**src/rtl/wave_addr_gen.sv**
```systemverilog
// wave_addr_gen: phase-accumulator table address generator with divided sample tick and period-aligned duty select.
// Optional macro WAVE_ADDR_GEN_SYNC_EN adds i_sync, which restarts the period from phase 0 while running.
module wave_addr_gen #(
  parameter int CLK_DIV = 4,
  parameter int PHASE_W = 32
) (
  input  logic               i_clk,
  input  logic               i_rst,
  input  logic               i_start,
  input  logic               i_stop,
  input  logic [PHASE_W-1:0] i_fcw,
  input  logic [3:0]         i_sel,
`ifdef WAVE_ADDR_GEN_SYNC_EN
  input  logic               i_sync,
`endif
  output logic [9:0]         o_addr,
  output logic [3:0]         o_sel,
  output logic               o_valid,
  output logic               o_wrap,
  output logic               o_busy
);
  typedef enum logic [1:0] {IDLE, RUN, STOPPING} state_t;
  state_t state_q, state_d, active_d;
  logic [15:0] cnt_q, cnt_d;
  logic [PHASE_W-1:0] phase_q, phase_d, sum;
  logic new_period_q, new_period_d;
  logic [9:0] addr_q, addr_d;
  logic [3:0] sel_q, sel_d, sel_clamp;
  logic valid_q, valid_d, wrap_q, wrap_d;
  logic carry, tick, sync, stopping_now;
  assign {carry, sum} = {1'b0, phase_q} + {1'b0, i_fcw};
  assign tick = (state_q != IDLE) && (cnt_q == 16'(CLK_DIV - 1));
  assign sel_clamp = i_sel > 4'd10 ? 4'd10 : i_sel;
  // i_stop wins in RUN; i_start cancels a pending stop
  assign active_d = state_q == RUN ? (i_stop ? STOPPING : RUN) : (i_start ? RUN : STOPPING);
  assign stopping_now = (state_q == STOPPING) && !i_start;
`ifdef WAVE_ADDR_GEN_SYNC_EN
  assign sync = i_sync && (state_q != IDLE);
`else
  assign sync = 1'b0;
`endif
  always_comb begin
    state_d = state_q;
    cnt_d = cnt_q;
    phase_d = phase_q;
    new_period_d = new_period_q;
    addr_d = addr_q;
    sel_d = sel_q;
    valid_d = 1'b0;
    wrap_d = 1'b0;
    if (state_q == IDLE) begin
      if (i_start) begin
        state_d = RUN;
        cnt_d = '0;
        phase_d = '0;
        new_period_d = 1'b1;
      end
    end else if (sync) begin
      state_d = active_d;
      cnt_d = '0;
      phase_d = '0;
      new_period_d = 1'b1;
    end else begin
      state_d = active_d;
      cnt_d = tick ? '0 : cnt_q + 16'd1;
      if (tick) begin
        if (stopping_now && i_fcw == '0) begin
          state_d = IDLE;
          phase_d = '0;
          new_period_d = 1'b1;
        end else begin
          addr_d = phase_q[PHASE_W-1 -: 10];
          phase_d = sum;
          valid_d = 1'b1;
          wrap_d = new_period_q;
          sel_d = new_period_q ? sel_clamp : sel_q;
          new_period_d = carry;
          if (stopping_now && carry) begin
            state_d = IDLE;
            phase_d = '0;
            new_period_d = 1'b1;
          end
        end
      end
    end
  end
  always_ff @(posedge i_clk or posedge i_rst) begin
    if (i_rst) begin
      state_q <= IDLE;
      cnt_q <= '0;
      phase_q <= '0;
      new_period_q <= 1'b1;
      addr_q <= '0;
      sel_q <= '0;
      valid_q <= 1'b0;
      wrap_q <= 1'b0;
    end else begin
      state_q <= state_d;
      cnt_q <= cnt_d;
      phase_q <= phase_d;
      new_period_q <= new_period_d;
      addr_q <= addr_d;
      sel_q <= sel_d;
      valid_q <= valid_d;
      wrap_q <= wrap_d;
    end
  end
  assign o_addr = addr_q;
  assign o_sel = sel_q;
  assign o_valid = valid_q;
  assign o_wrap = wrap_q;
  assign o_busy = state_q != IDLE;
endmodule
```
**config.mk**
```make
export PLATFORM = sky130hd
export DESIGN_NAME = wave_addr_gen
export DESIGN_NICKNAME = d
export VERILOG_FILES = /design/src/rtl/wave_addr_gen.sv
export SDC_FILE = /design/constraint.sdc
export NUM_CORES = 1
export LEC_CHECK = 0
export CORE_MARGIN = 3
export CORE_UTILIZATION = 44
export DETAILED_ROUTE_END_ITERATION = 6
export PLACE_DENSITY = 0.68
export SYNTH_ARGS = -nofsm -noshare
export SYNTH_HDL_FRONTEND = slang
export SYNTH_SLANG_ARGS = --single-unit
```
**constraint.sdc**
```tcl
create_clock -name i_clk -period 4.55 [get_ports i_clk]
set_clock_uncertainty 0.2 [all_clocks]
set_input_delay 0.91 -clock i_clk [delete_from_list [all_inputs] [get_ports i_clk]]
set_output_delay 0.91 -clock i_clk [all_outputs]
set_load 0.01 [all_outputs]
```
==> impl_metrics.ini, run 1 <==
[run_status]
status = finished clean

[synth]
synth_area_leaders = dfrtp_1 36%, ha_1 8.9%, nand2_1 6.6%
synth-compound-area-share_pct = 23.9
synth_area_leader_cell = dfrtp_1
ys_seq_elements = 67
synth-edff-count = 0
synth-seq-area-share_pct = 36.2
ys_warn_count = 0
synthXorXnorAreaFrac_pct = 5.85
synth_top_family_by_area = compound AO/OA/AOI/OAI gates
ys.flop_type = dfrtp_1
synthSimpleGateAreaFrac_pct = 18.7
synthAdderAreaFrac_pct = 9.33
ys_types = 57
synth_top_area_share_pct = 35.6
ys_async_sr_fraction_pct = 100
synth_cells = 517
synth_area_per_cell_um2 = 8.97
syn_nets = 591
synthMuxAreaShare_pct = 2.91
synth_area_mm2 = 0.00464

[worst_setup_path]
cp.arrival_ns = 3.61
critPathLaunchType = input pin
worstSetupPathType = input pin to flip-flop
endpoint_kind = flip-flop
required_ns = 4.57
crit_fanout = 30

[clock_tree]
post_cts_resize_count = 0
path_clk_slew_ns = 0.07
cts_inserted_buffers = 9
clk_latency_ns = 0.35
clock_path_buffers = 2
tritoncts = done
cts_root_buffer = clkbuf_8
cts_sinks = 67
htreeDepth = 3
ctsHoldBuffers = 0
cts_setup_buffers = 0

[die]
die_area_mm2 = 0.0118
core_mm2 = 0.0100
die_w_um = 109
rows = 36
fp.dieH_um = 109
initial_core_util_pct = 46.4
num_io_pins = 57

[pwr]
power_density_mw_per_mm2 = 613
p_leak_nw = 2.45
pwr-share-comb_pct = 56.0
p_seq_share_pct = 27.7
p_int_mw = 1.90
swShare_pct = 43.6
vdd_drop_max_uv = 250
power.switching_mw = 1.47
p_clk_share_pct = 16.3

[routing]
vias_per_cell = 5.73
drc = 0
routed_wl_um = 11300
firstDrtPassIters = 4
ant_nets = 0
route.detailed.wl_per_inst_um = 15.9
vias = 4065
dr.first_iter.drc_count = 221

[global_routing]
grt_usage_pct = 20.1
antenna_found_initial = 0
grt_max_degree = 43
grt_pass1_wl_um = 19000
grt_pass1_vias = 3959
overflow = 0

[layout]
utilization_pct = 55.0
layout-drive-gt1-share_pct = 10.6
finalInstanceArea_mm2 = 0.00550
num-nets-final = 646
diodes = 0
stdcell_count = 710
area_delta_synth_final_pct = 18.6
num-fill-cells = 929

[placed_design]
dp_hpwl_um = 8430
placed_area_mm2 = 0.00528
dp_cells = 694
port_buffers = 56
dp_slack_ns = 0.599
gp_congestion = 0.926

[sta]
final-setup-viol-count = 0
rsz0062_at_grt = no
fin_ws_ns = 0.960
slew_headroom_pct = 38.5
tightest_slew_ns = 0.919
slew_violations = 0
hold_viol = 0
finalCriticalPeriod_ns = 3.59
setup_tns_ns = 0
timing.final.crit_share_pct = 78.9
max_freq_mhz = 279

[run]
cap_viol_max_count = 0

[worst_hold_path]
hold_class = flip-flop to flip-flop
==> synth_stat cells, types with 10 or more instances <==
cell / n
a21o_1: 10
a21oi_1: 34
and3_1: 13
dfrtp_1: 66
ha_1: 33
mux2_1: 10
nand2_1: 82
nand3_1: 12
nand4_1: 11
nor2_1: 31
nor4_1: 11
o21ai_0: 30
o21ai_1: 23
o21ai_2: 30
xnor2_1: 17
xor2_1: 14
==> path summary, 6_finish.rpt <==
kind	from	endpoint	slack (ns)	depth (start not counted)
max	i_fcw[0]	phase_q[14]	0.96	11
min in group asynchronous	i_rst	o_addr[5]	0.87	2
min	cnt_q[15]	cnt_q[15]	0.28	1
max reg2reg	phase_q[0]	phase_q[14]	1.67	10
min reg2reg	cnt_q[15]	cnt_q[15]	0.28	1
max in group asynchronous	i_rst	phase_q[15]	2.39	3
==> flip-flops by register name (all words and copies together), names as in the netlist <==
| signal | flops |
|---|---|
| phase_q | 32 |
| o_wrap | 1 |
| o_valid | 1 |
| cnt_q | 16 |
| new_period_q | 1 |
| o_sel | 4 |
| o_addr | 10 |
| state_q | 2 |
==> area by class of cell <==
| class | count | area (um^2) | share of cell area, % |
|---|---|---|---|
| clock buffer | 10 | 128 | 2.32 |
| clock inverter | 6 | 90.1 | 1.64 |
| sequential | 67 | 1680 | 30.5 |
| inverter | 10 | 37.5 | 0.682 |
| timing repair buffer | 59 | 583 | 10.6 |
| multi-input combinational | 425 | 2820 | 51.2 |
| tap | 133 | 166 | 3.02 |
==> worst max-delay path, stage by stage <==
cell and delay [ns]:
clkdlybuf4s50_1 0.51, ha_1 0.20, fa_1 0.25, a211oi_1 0.10
o31a_1 0.33, o31a_4 0.38, a211oi_2 0.22, o21ai_1 0.11
nand2b_4 0.19, nand2_8 0.30, o21ai_2 0.10
==> logic make-up (layout without fill, tap and decap cells) <==
family	after synthesis	after routing
buffers and inverters	25	85
AO/OA/AOI/OAI	167	167
XOR/XNOR	31	31
AND/OR/NAND/NOR	181	181
multiplexers	12	12
flip-flops	67	67
adder cells (fa/ha/maj)	34	34
==> routing by layer <==
metal / track usage, % / vias up / wire, um
li1: - / 2010 / -
met1: 28.8 / 1955 / 5480
met2: 31.6 / 85 / 5140
met3: 3.37 / 15 / 479
met4: 5.77 / 0 / 154
met5: 0 / - / 0
==> stage by stage <==
step / power (mW) / hold WS (ns)
2_1_floorplan: 2.36 / 0.230
3_3_place_gp: 2.77 / 0.263
3_5_place_dp: 2.82 / 0.260
4_1_cts: 3.38 / 0.277
5_1_grt: 3.66 / 0.302
6_report: 3.37 / 0.278
==> power groups by stage <==
| stage | Clock [mW] | Combinational [mW] | Sequential [mW] |
|---|---|---|---|
| after floorplan | 0 | 1.43 | 0.934 |
| after global placement | 0 | 1.83 | 0.942 |
| after detailed placement | 0 | 1.87 | 0.948 |
| after CTS | 0.565 | 1.88 | 0.937 |
| after global routing | 0.588 | 2.10 | 0.968 |
| final | 0.550 | 1.89 | 0.935 |
==> cell usage in the layout, fill, tap and decap left out, types with 4 or more instances in the layout <==
| cell type | Yosys | final |
|---|---|---|
| nand3_1 | 12 | 12 |
| xnor2_1 | 17 | 17 |
| nand2_1 | 82 | 82 |
| dfrtp_1 | 66 | 66 |
| clkdlybuf4s50_1 | 0 | 56 |
| o21ai_1 | 23 | 23 |
| mux2_1 | 10 | 10 |
| a211oi_1 | 4 | 4 |
| clkbuf_8 | 0 | 9 |
| nor4_1 | 11 | 11 |
| nand4_1 | 11 | 11 |
| a21oi_1 | 34 | 33 |
| o21ai_0 | 30 | 30 |
| xor2_1 | 14 | 14 |
| nor2_1 | 31 | 31 |
| ha_1 | 33 | 33 |
| o21ai_2 | 30 | 30 |
| nand2b_1 | 4 | 4 |
| inv_1 | 9 | 8 |
| a31oi_1 | 7 | 7 |
| a21o_1 | 10 | 10 |
| and3_1 | 13 | 13 |
No activity file was read; power rests on OpenSTA's default activity.
==> run 2, diff against run 1 <==
--- a/config.mk
+++ b/config.mk
@@ -8,7 +8,7 @@
 export CORE_MARGIN = 3
 export CORE_UTILIZATION = 44
 export DETAILED_ROUTE_END_ITERATION = 6
-export PLACE_DENSITY = 0.68
+export PLACE_DENSITY = 0.7
 export SYNTH_ARGS = -nofsm -noshare
 export SYNTH_HDL_FRONTEND = slang
 export SYNTH_SLANG_ARGS = --single-unit
==> constraint.sdc (replaced) <==
create_clock -name i_clk -period 3.2 [get_ports i_clk]
set_clock_uncertainty 0.2 [all_clocks]
set_input_delay 0.64 -clock i_clk [delete_from_list [all_inputs] [get_ports i_clk]]
set_output_delay 0.64 -clock i_clk [all_outputs]
set_load 0.01 [all_outputs]
==> run 2 against run 1 <==
Clock power rose by 77%. Sequential cell count unchanged. First-iteration DRC count shrank 8.6%. Non-clock buffer count increased by 92. Sequential power rose by 43%. Routed wire length grew 10%. Final cell count increased by 13%. Worst setup slack worse by 0.88 ns. Largest cell class unchanged. Critical path depth did not move. Combinational power is 80% higher. Hold slack better by 0.0076 ns. Die area unchanged.
==> impl_metrics.ini, run 2 (synthesis results as in run 1) <==
[die]
num_io_pins = 57
initial_core_util_pct = 46.4
core_mm2 = 0.0100
rows = 36
die_w_um = 109
die_area_mm2 = 0.0118
fp.dieH_um = 109

[layout]
layout-drive-gt1-share_pct = 23.8
regMostFlops = phase_q
num-fill-cells = 870
multi_input_area_mm2 = 0.00284
stdcell_count = 802
num-nets-final = 738
finalInstanceArea_mm2 = 0.00632
area_delta_synth_final_pct = 36.2
layout_commonest_cell = buf_4
final-seq-area_mm2 = 0.00168
diodes = 0
largest_reg_flops = 32
final_cell_mix = 91 x buf_4, 82 x nand2_1, 66 x dfrtp_1

[sta]
max_freq_mhz = 321
holdWs_ns = 0.286
timing.final.crit_share_pct = 97.4
finalCriticalPeriod_ns = 3.12
fin_ws_ns = 0.0835
tightest_slew_ns = 0.726
final-setup-viol-count = 0
hold_viol = 0
slew_violations = 0
slew_headroom_pct = 51.4

[routing]
dr.first_iter.drc_count = 202
routed_wl_um = 12400
route.detailed.wl_per_inst_um = 15.5
drc = 0
ant_nets = 0
vias_per_cell = 5.51
vias = 4416
firstDrtPassIters = 5

[worst_setup_path]
crit_fanout = 4
crit_chain = clkdlybuf4s50_1 > ha_1 > a2111oi_0 > o31a_1 > o31a_4 > buf_4 > o21ai_2 > a21oi_2 > o21ai_1 > xnor2_1 > o21ai_2
critPathLaunchType = input pin
slowest_delay_ns = 0.52
critPathBufInv = 2
crit_slowest_cell = a2111oi_0
crit_family = compound AO/OA/AOI/OAI gates
endpoint_kind = flip-flop
crit_top_cell = o21ai_2
worstSetupPathType = input pin to flip-flop
required_ns = 3.25
cp.arrival_ns = 3.17

[clock_tree]
path_clk_slew_ns = 0.08
htreeDepth = 3
clock_path_buffers = 2
cts_root_buffer = clkbuf_8
tritoncts = done
clk_latency_ns = 0.36
cts_sinks = 67
cts_inserted_buffers = 9

[pwr]
p_total_mw = 5.72
p_leak_nw = 2.95
vdd_drop_max_uv = 330
power_density_mw_per_mm2 = 905

[placed_design]
gp_congestion = 0.895
dp_slack_ns = -0.300
dp_hpwl_um = 9570
dp_cells = 785
placed_area_mm2 = 0.00602
port_buffers = 56

[run_status]
status = finished clean

[global_routing]
grt_usage_pct = 22.1
gr-max-usage-layer = met2
grt_pass1_vias = 4396
use_met1_pct = 30.1
grt_max_degree = 49
antenna_found_initial = 0
grt_pass1_wl_um = 20600
overflow = 0
grt.met2_usage_pct = 36.5
use_met3_pct = 2.55

[worst_hold_path]
hold_class = flip-flop to flip-flop

[run]
cap_viol_max_count = 0
-- run 2: through the flow --
step | TNS [ns] | util [%]
finish | 0 | 63.2
global route | -1.67 | 63.2
CTS | 0 | 62.9
detailed placement | -7.75 | 60.2
global placement | -4.90 | 60.2
floorplan | 0 | -
-- run 2: path summary, 6_finish.rpt --
check,start,endpoint,slack [ns],depth (start not counted)
max,i_fcw[5],phase_q[30],0.08,11
min,cnt_q[15],cnt_q[15],0.29,1
max reg2reg,phase_q[5],phase_q[30],0.44,10
min reg2reg,cnt_q[15],cnt_q[15],0.29,1
max in group asynchronous,i_rst,new_period_q,1.71,3
min in group asynchronous,i_rst,phase_q[29],0.42,2
-- run 2: layout make-up --
cell class,count,area share (%)
multi-input combinational,425,45.0
sequential,67,26.5
timing repair buffer,151,20.9
tap,133,2.63
clock inverter,7,2.36
clock buffer,9,1.96
inverter,10,0.594
-- run 2: power breakdown --
group	internal (mW)	switching, mW
Clock	0.605	0.372
Sequential	1.14	0.208
Combinational	1.67	1.73
-- run 2: repair_timing --
| item | 4_1_cts | 5_1_grt |
|---|---|---|
| endpoints found under the setup margin | 0 | 27 |
| gates resized for setup | 0 | 6 |
| hold buffers | 0 | 0 |
| setup buffers | 0 | 1 |
-- run 2: routing by layer --
metal  up-vias  part of all wire [%]
met2       101                    47
met4         0                   1.6
met5         -                     0
li1       2194                     -
met3        16                   3.9
met1      2105                    47
